## config.mk

```make
export PLATFORM = sky130hd
export DESIGN_NAME = acc_ctrl_event_tx
export DESIGN_NICKNAME = d
export VERILOG_FILES = /design/src/rtl/acc_ctrl_event_tx.sv
export SDC_FILE = /design/constraint.sdc
export NUM_CORES = 1
export LEC_CHECK = 0
export BUFFER_PORTS_ARGS = -buffer_cell sky130_fd_sc_hd__buf_2
export CORE_AREA = 3 3 116 118
export DETAILED_ROUTE_END_ITERATION = 16
export DIE_AREA = 0 0 119 121
export PLACE_DENSITY = 0.73
export SETUP_SLACK_MARGIN = 0.4
export SLEW_MARGIN = 20
export SYNTH_ARGS = -nofsm -noshare
export SYNTH_HDL_FRONTEND = slang
export SYNTH_SLANG_ARGS = --single-unit
```

## constraint.sdc

```tcl
create_clock -name clk_i -period 6.85 [get_ports clk_i]
set_input_delay 0.3425 -clock clk_i [delete_from_list [all_inputs] [get_ports clk_i]]
set_output_delay 0.3425 -clock clk_i [all_outputs]
set_load 0.02 [all_outputs]
```

## src/rtl/acc_ctrl_event_tx.sv

```systemverilog
// acc_ctrl_event_tx: turns edges on CH_NUM control levels into class code words,
// coalesced per channel and arbitrated round-robin into a FWFT FIFO.
module acc_ctrl_event_tx #(
  parameter int DATA_WIDTH = 16,
  parameter int CH_NUM = 4,
  parameter int FIFO_DEPTH = 8,
  parameter logic [DATA_WIDTH-9:0] CODE_PREFIX = 'h5A,
  parameter int CH_BASE = 5,
  parameter int REFRESH_CYCLES = 0
) (
  input  logic                         clk_i,
  input  logic                         rst_n_i,
  input  logic [CH_NUM-1:0]            filter_acc_ctrl_i,
  input  logic                         cnt_clr_i,
  output logic                         tx_valid_o,
  input  logic                         tx_ready_i,
  output logic [DATA_WIDTH-1:0]        tx_data_o,
  output logic [$clog2(FIFO_DEPTH):0]  fifo_level_o,
  output logic [15:0]                  coalesce_cnt_o
);
  localparam int AW = $clog2(FIFO_DEPTH);
  localparam int CW = (CH_NUM > 1) ? $clog2(CH_NUM) : 1;
  localparam int RW = (REFRESH_CYCLES > 1) ? $clog2(REFRESH_CYCLES) : 1;

  logic [CH_NUM-1:0]     lvl_q;
  logic [CH_NUM-1:0]     chg;
  logic [CH_NUM-1:0]     pend;
  logic [CH_NUM-1:0]     pend_lvl;
  logic [CW-1:0]         last_grant;
  logic                  grant_valid;
  logic [CW-1:0]         grant_ch;
  logic [CW-1:0]         cand;
  int                    rr_idx;
  logic                  refresh_hit;
  logic [3:0]            ch_field;
  logic [DATA_WIDTH-1:0] code_word;
  logic [16:0]           cnt_sum;

  logic [DATA_WIDTH-1:0] mem [FIFO_DEPTH];
  logic [AW-1:0]         wr_ptr;
  logic [AW-1:0]         rd_ptr;
  logic [AW:0]           level;
  logic                  fifo_full;
  logic                  pop;

  assign chg = lvl_q ^ filter_acc_ctrl_i;

  generate
    if (REFRESH_CYCLES > 0) begin : g_refresh
      logic [RW-1:0] refresh_cnt;
      always_ff @(posedge clk_i or negedge rst_n_i) begin
        if (!rst_n_i) begin
          refresh_cnt <= '0;
        end else if (refresh_cnt == RW'(REFRESH_CYCLES - 1)) begin
          refresh_cnt <= '0;
        end else begin
          refresh_cnt <= refresh_cnt + RW'(1);
        end
      end
      assign refresh_hit = (refresh_cnt == RW'(REFRESH_CYCLES - 1));
    end else begin : g_no_refresh
      assign refresh_hit = 1'b0;
    end
  endgenerate

  // Round-robin search starting just after the last granted channel.
  always_comb begin
    grant_valid = 1'b0;
    grant_ch    = '0;
    cand        = '0;
    rr_idx      = 0;
    for (int i = 0; i < CH_NUM; i++) begin
      rr_idx = int'(last_grant) + 1 + i;
      if (rr_idx >= CH_NUM) rr_idx = rr_idx - CH_NUM;
      cand = CW'(rr_idx);
      if (!grant_valid && pend[cand] && !fifo_full) begin
        grant_valid = 1'b1;
        grant_ch    = cand;
      end
    end
  end

  assign ch_field  = 4'(int'(grant_ch) + CH_BASE);
  assign code_word = {CODE_PREFIX, ch_field, 3'b000, pend_lvl[grant_ch]};

  // Each channel whose new edge lands on an un-granted pending entry merges one event.
  always_comb begin
    cnt_sum = {1'b0, coalesce_cnt_o};
    for (int c = 0; c < CH_NUM; c++) begin
      if (chg[c] && pend[c] && !(grant_valid && grant_ch == CW'(c))) begin
        cnt_sum = cnt_sum + 17'd1;
      end
    end
  end

  always_ff @(posedge clk_i or negedge rst_n_i) begin
    if (!rst_n_i) begin
      lvl_q          <= '0;
      pend           <= '0;
      pend_lvl       <= '0;
      last_grant     <= CW'(CH_NUM - 1);
      coalesce_cnt_o <= '0;
    end else begin
      lvl_q <= filter_acc_ctrl_i;
      for (int c = 0; c < CH_NUM; c++) begin
        if (refresh_hit || chg[c]) begin
          pend[c]     <= 1'b1;
          pend_lvl[c] <= filter_acc_ctrl_i[c];
        end else if (grant_valid && grant_ch == CW'(c)) begin
          pend[c] <= 1'b0;
        end
      end
      if (grant_valid) last_grant <= grant_ch;
      if (cnt_clr_i) begin
        coalesce_cnt_o <= '0;
      end else if (cnt_sum[16]) begin
        coalesce_cnt_o <= 16'hFFFF;
      end else begin
        coalesce_cnt_o <= cnt_sum[15:0];
      end
    end
  end

  // Handshake: a word transfers on any clk_i edge where tx_valid_o && tx_ready_i;
  // while tx_valid_o is high and tx_ready_i low, tx_data_o is held unchanged.
  assign fifo_full  = (level == (AW+1)'(FIFO_DEPTH));
  assign tx_valid_o = (level != '0);
  assign pop        = tx_valid_o && tx_ready_i;

  always_ff @(posedge clk_i) begin
    if (grant_valid) mem[wr_ptr] <= code_word;
  end

  always_ff @(posedge clk_i or negedge rst_n_i) begin
    if (!rst_n_i) begin
      wr_ptr <= '0;
      rd_ptr <= '0;
      level  <= '0;
    end else begin
      if (grant_valid) wr_ptr <= wr_ptr + AW'(1);
      if (pop) rd_ptr <= rd_ptr + AW'(1);
      case ({grant_valid, pop})
        2'b10:   level <= level + (AW+1)'(1);
        2'b01:   level <= level - (AW+1)'(1);
        default: level <= level;
      endcase
    end
  end

  assign tx_data_o    = tx_valid_o ? mem[rd_ptr] : '0;
  assign fifo_level_o = level;

endmodule

```

==> flow_metrics.tcl, run 1 <==
set metrics [dict create \
    hold_violations 0 \
    wl_per_cell_um 18.0 \
    die_x_um 119 \
    p_int_mw 1.63 \
    leakagePower_nw 2.33 \
    drc 0 \
    finalCriticalPeriod_ns 6.14 \
    initial_core_util_pct 45.2 \
    net-switching-power_mw 1.16 \
    status "complete, no violations" \
    clk_latency_ns 0.35 \
    numPortBuffers 37 \
    syn_area_per_cell_um2 9.94 \
    synth_edf_count 40 \
    path_class "flip-flop to flip-flop" \
    rows 41 \
    cts_tree "built" \
    ios 45 \
    grt_pass1_vias 4548 \
    synthMuxAreaShare_pct 6.89 \
    wirelength_mm 14.1 \
    antenna_cells 0 \
    cp_max_fo 10 \
    grt.total_usage_pct 19.7 \
    synthDistinctLibCells 84 \
    async_flop_share_pct 50.0 \
    p_seq_share_pct 34.4 \
    final_max_slew_viol_count 0 \
    synth_adder_area_share_pct 3.92 \
    drive_gt1_share_pct 21.2 \
    yosys_register_bits 80 \
    tightest_slew_ns 0.941 \
    maxCapViolations 0 \
    areaGrowthSynthToFinish_pct 13.9 \
    hold_class "input port to async pin" \
    clock_power_share_pct 19.6 \
    cts_hold_buf 0 \
    htree_num_levels 3 \
    synth_warnings 0 \
    endpoint_kind "flip-flop" \
    start_kind "flip-flop" \
    clockBufferDepth 2 \
    grt_first_pass_wirelength_mm 22.9 \
    combPwrFrac_pct 46.1 \
    fmax_mhz 163 \
    mostFrequentLayoutCells "nand2_1, xnor2_1, edfxtp_1" \
    cts.clk_slew.worst_paths_ns 0.07 \
    grt_overflow 0 \
    root_buffer "clkbuf_16" \
    p_per_area_mw_per_mm2 432 \
    grt_max_degree 41 \
    p_sw_share_pct 41.6 \
    fp.dieArea_mm2 0.0144 \
    final_design_area_no_fill_mm2 0.00648 \
    synthXorXnorAreaFrac_pct 10.2 \
    gp_congestion 0.908 \
    antenna_found_initial 0 \
    vias 4621 \
    arrival_ns 6.35 \
    die-height_um 121 \
    first_pass_iters 5 \
    worstPathRequired_ns 7.06 \
    viasPerCell 5.92 \
    cts_buffers 9 \
    finalClockSkew_ns 0.00824 \
    synthFlopType "edfxtp_1" \
    core_mm2 0.0126 \
    dpl_cell_area_mm2 0.00596 \
    synth-compound-area-share_pct 15.1 \
    final.setup.tns_ns 0 \
    grt_setup_unrepaired "yes" \
    synth_top_family_by_area "simple AND/OR/NAND/NOR gates" \
    yosysSeqAreaShare_pct 38.8 \
    clock-sinks 80 \
    setup_viol 0 \
    syn_inst 572 \
    final_antenna_net_count 0 \
    max_slew_margin_pct 37.2 \
    syn_area_mm2 0.00569 \
    yosys.area_share.simple_pct 20.2 \
    dpl.hpwl_mm 10.2 \
    peakVddDrop_mv 0.174 \
    nNetsFinal 626 \
    first_iter_violations 415 \
    period_share_pct 89.6 \
    final_common_cell "nand2_1" \
]
## sequential cells by signal, indices dropped and copies added (netlist names), 3 cells and up
signal	count
mem	40
coalesce_cnt_o	16
fifo_level_o	4
lvl_q	4
pend	4
pend_lvl	4
rd_ptr	3
wr_ptr	3
## final timing paths
kind	startpoint	to	slack [ns]	depth (start not counted)
setup / recovery	pend[0]	coalesce_cnt_o[14]	0.71	26
min in group clk_i	filter_acc_ctrl_i[2]	lvl_q[2]	0.14	1
hold / removal	rst_n_i	fifo_level_o[2]	0.13	1
max in group asynchronous	rst_n_i	coalesce_cnt_o[3]	6.12	1
hold reg to reg	lvl_q[3]	pend[3]	0.53	2
setup reg to reg	pend[0]	coalesce_cnt_o[14]	0.71	26
## Yosys cell counts, drive strengths merged, types with 12 or more instances
master	instances	share of area (%)
dfrtp	38	17
a211oi	12	1.8
nor3	16	1.6
xor2	20	3.2
a21oi	26	2.4
clkbuf	13	0.86
buf	22	2.6
nor4	14	1.8
nand2	57	3.8
inv	21	1.4
xnor2	43	6.6
o21ai	20	1.8
nor2	39	2.6
nand4	12	1.3
edfxtp	40	21
nand3	23	2.0
ha	13	2.9
## power groups by stage
stage / combinational (mW) / sequential, mW / clock (mW)
2_1_floorplan: 0.974 / 0.878 / 0
3_3_place_gp: 1.16 / 0.948 / 0
3_5_place_dp: 1.21 / 0.969 / 0
4_1_cts: 1.23 / 0.960 / 0.553
5_1_grt: 1.43 / 0.986 / 0.575
6_report: 1.29 / 0.961 / 0.547
## worst max-delay path, stage by stage (launching register included)
cell and delay, ns:
dfrtp_1 0.49, inv_1 0.20, nand2_1 0.13, nor2_1 0.13, a21oi_1 0.05, o22a_1 0.21, or3b_2 0.47, a22o_1 0.25
a31oi_4 0.19, ha_1 0.21, inv_1 0.08, o211ai_1 0.34, xnor2_2 0.20, ha_2 0.30, nand3b_1 0.10, a211oi_1 0.24
mux2i_1 0.19, nand2b_1 0.22, a211oi_1 0.24, a21o_2 0.25, nand4_1 0.11, buf_4 0.18, nor4_4 0.30, nor3_4 0.10
or4_4 0.56, nor3b_1 0.20, a311oi_1 0.07
## final cells by class
type / instances / area [µm²]
Clock buffer: 9 / 225
Clock inverter: 7 / 109
Fill cell: 1122 / 6090
Inverter: 21 / 78.8
Multi-Input combinational cell: 442 / 3350
Sequential cell: 80 / 2200
Tap cell: 172 / 215
Timing Repair Buffer: 50 / 295
## per-stage QoR
step / utilization, % / total power, mW / hold slack [ns] / worst slack (ns) / std cells
global route: 51.5 / 2.99 / 0.135 / 0.397 / 781
floorplan: - / 1.85 / 0.0469 / 0.549 / 578
detailed placement: 47.4 / 2.18 / 0.494 / 0.0623 / 757
finish: 51.5 / 2.80 / 0.128 / 0.711 / 781
CTS: 50.6 / 2.75 / 0.131 / 0.430 / 775
global placement: 47.4 / 2.11 / 0.493 / 0.370 / 757
## logic make-up after synthesis
logic type,after synthesis
muxes,26
AOI/OAI and AO/OA,114
other,1
DFF,80
and+or+nand+nor,213
adders and majority gates,18
buffers and inverters,56
xor gates and xnor gates,64
## routing by layer
metal  GRT usage [%]  part of all wire, %  wire length, µm
met5               0                    0                0
met3            3.68                  5.6              793
met4            5.79                  1.4              198
met2            33.6                   50             7100
met1            25.6                   42             5970
## repair_timing
item / 4_1_cts / 5_1_grt
resized for setup: 7 / 12
pin swaps: 2 / 3
setup endpoints to repair: 16 / 16
buffers inserted: 2 / 6
Note: power is estimated with default switching activity, not from simulation.
==> run 2, diff against run 1 <==
- PLACE_DENSITY: 0.73 -> 0.71
- clock period: 6.85 -> 6.3 ns (I/O delays scaled with it)
==> flow_metrics.tcl, run 2 (same netlist as run 1, synthesis figures left out) <==
set metrics [dict create \
    setup_viol 0 \
    htree_num_levels 3 \
    reg2reg_from "last_grant[1]" \
    arrival_ns 6.03 \
    finalClockSkew_ns 0.00755 \
    rr_worst_depth 23 \
    final_common_cell "nand2_1" \
    cts_tree "built" \
    dpl_cell_area_mm2 0.00606 \
    dpl.hpwl_mm 10.3 \
    drive_gt1_share_pct 25.9 \
    path_depth 23 \
    final_antenna_net_count 0 \
    root_buffer "clkbuf_16" \
    clockBufferDepth 2 \
    core_mm2 0.0126 \
    largest_reg_flops 40 \
    leakagePower_nw 2.51 \
    reg_top3 "mem (40), coalesce_cnt_o (16)" \
    timing.critical_path.mode_cell "buf_4" \
    nFillCells 1101 \
    wirelength_mm 14.1 \
    max_slew_margin_pct 34.7 \
    areaGrowthSynthToFinish_pct 18.1 \
    numPortBuffers 37 \
    endpoint_kind "flip-flop" \
    cts.clk_slew.worst_paths_ns 0.06 \
    multiInputGateArea_mm2 0.00346 \
    cts_buffers 9 \
    wl_per_cell_um 17.5 \
    tightest_slew_ns 0.974 \
    critPathMaxStageDelay_ns 0.60 \
    drc 0 \
    path_cells "mux2_2 -> nor2_1 -> a21oi_1 -> o21ai_0 -> nand2_1 -> o31ai_4 -> inv_1 -> ha_4 -> inv_1 -> o211ai_1 -> buf_4 -> buf_4 -> buf_4 -> or4_1 -> a211oi_1 -> or4b_4 -> o31ai_4 -> o2111ai_4 -> a311oi_2 -> nor3_4 -> or4_4 -> nor3b_1 -> a311oi_1" \
    grt_setup_unrepaired "no" \
    die-height_um 121 \
    fmax_mhz 172 \
    start_kind "flip-flop" \
    nNetsFinal 646 \
    peakVddDrop_mv 0.285 \
    worstPathRequired_ns 6.50 \
    first_pass_iters 6 \
    finalCriticalPeriod_ns 5.83 \
    timing.critical_path.to "coalesce_cnt_o[14]" \
    grt_max_degree 41 \
    clock-sinks 80 \
    regMostFlops "mem" \
    cp_num_buf_inv 5 \
    first_iter_violations 527 \
    path_class "flip-flop to flip-flop" \
    status "complete, no violations" \
    ios 45 \
    clk_latency_ns 0.35 \
    die_x_um 119 \
    final_design_area_no_fill_mm2 0.00672 \
    initial_core_util_pct 45.2 \
    period_share_pct 92.5 \
    r2r-end "coalesce_cnt_o[14]" \
    crit_path_start "last_grant[1]" \
    mostFrequentLayoutCells "nand2_1, edfxtp_1, xnor2_1, nor2_1, dfrtp_1" \
    reg2reg_slack_ns 0.47 \
    vias 4707 \
    hold_class "input port to async pin" \
    crit_family "simple AND/OR/NAND/NOR gates" \
    final.setup.tns_ns 0 \
    antenna_cells 0 \
    grt_first_pass_wirelength_mm 22.9 \
    p_per_area_mw_per_mm2 459 \
    cpMaxStageDelayCell "dfstp_2" \
    viasPerCell 5.88 \
    antenna_found_initial 0 \
    maxCapViolations 0 \
    grt_pass1_vias 4587 \
    grt.total_usage_pct 20.0 \
    final_max_slew_viol_count 0 \
    hold_violations 0 \
    fp.dieArea_mm2 0.0144 \
    gp_congestion 0.930 \
    cp_max_fo 7 \
    seq_area_mm2 0.00220 \
    rows 41 \
    grt_overflow 0 \
]
## run 2: cell types whose count changed in the layout (fill, tap and decap cells not counted), sizes merged
cell,previous run,this run
clkinv,1,0
buf,50,70
bufinv,2,1
clkinvlp,0,1
inv,25,26
## run 2: through the flow
step	setup WS [ns]	hold WS, ns	util, %	power, mW	instances
2_1_floorplan	0.402	0.0194	-	2.03	578
3_3_place_gp	0.292	0.465	48.2	2.34	768
3_5_place_dp	0.0298	0.465	48.2	2.40	768
4_1_cts	0.406	0.0984	51.8	3.01	790
5_1_grt	0.308	0.104	53.4	3.31	801
6_report	0.473	0.0943	53.4	3.08	801
## run 2: worst min path at each step
stage | start | end | slack, ns
floorplan | rst_n_i | coalesce_cnt_o[0] | 0.02
global placement | filter_acc_ctrl_i[2] | lvl_q[2] | 0.46
detailed placement | filter_acc_ctrl_i[3] | lvl_q[3] | 0.47
CTS | filter_acc_ctrl_i[3] | lvl_q[3] | 0.1
global route | filter_acc_ctrl_i[2] | lvl_q[2] | 0.10
finish | rst_n_i | rd_ptr[2] | 0.09
## run 2: report_power, final
part / internal [mW] / total [mW] / switching, mW
Clock: 0.315 / 0.546 / 0.231
Combinational: 0.636 / 1.51 / 0.875
Sequential: 0.848 / 1.03 / 0.177
Total: 1.80 / 3.08 / 1.28
## run 2: area by class of cell
type / count / area share [%]
multi-input cells: 442 / 51.6
flip-flops and latches: 80 / 32.8
repair buffers: 70 / 6.63
clock buffers: 9 / 3.35
well taps: 172 / 3.20
clock inverters: 7 / 1.25
inverters: 21 / 1.17
## run 2: metal layers
layer,vias to the layer above,routed length [µm],part of all wire [%],GRT usage (%)
met2,164,7140,51,35.1
met5,-,0,0,0
met3,39,675,4.8,3.78
met1,2294,5860,42,24.2
li1,2210,-,-,-
met4,0,380,2.7,7.89
## run 2: what timing repair did
item / in CTS / in global routing
gates resized for setup: 13 / 23
pin swaps: 5 / 22
setup endpoints to repair: 16 / 16
hold buffers: 0 / 0
setup buffers: 6 / 11
## run 2: worst register-to-register path: stages (launching register included)
cell and delay (ns):
dfstp_2 0.60, mux2_2 0.36, nor2_1 0.09, a21oi_1 0.07, o21ai_0 0.19, nand2_1 0.14
o31ai_4 0.26, inv_1 0.14, ha_4 0.19, inv_1 0.10, o211ai_1 0.20, buf_4 0.21
buf_4 0.12, buf_4 0.14, or4_1 0.52, a211oi_1 0.29, or4b_4 0.51, o31ai_4 0.09
o2111ai_4 0.19, a311oi_2 0.31, nor3_4 0.12, or4_4 0.55, nor3b_1 0.22, a311oi_1 0.08
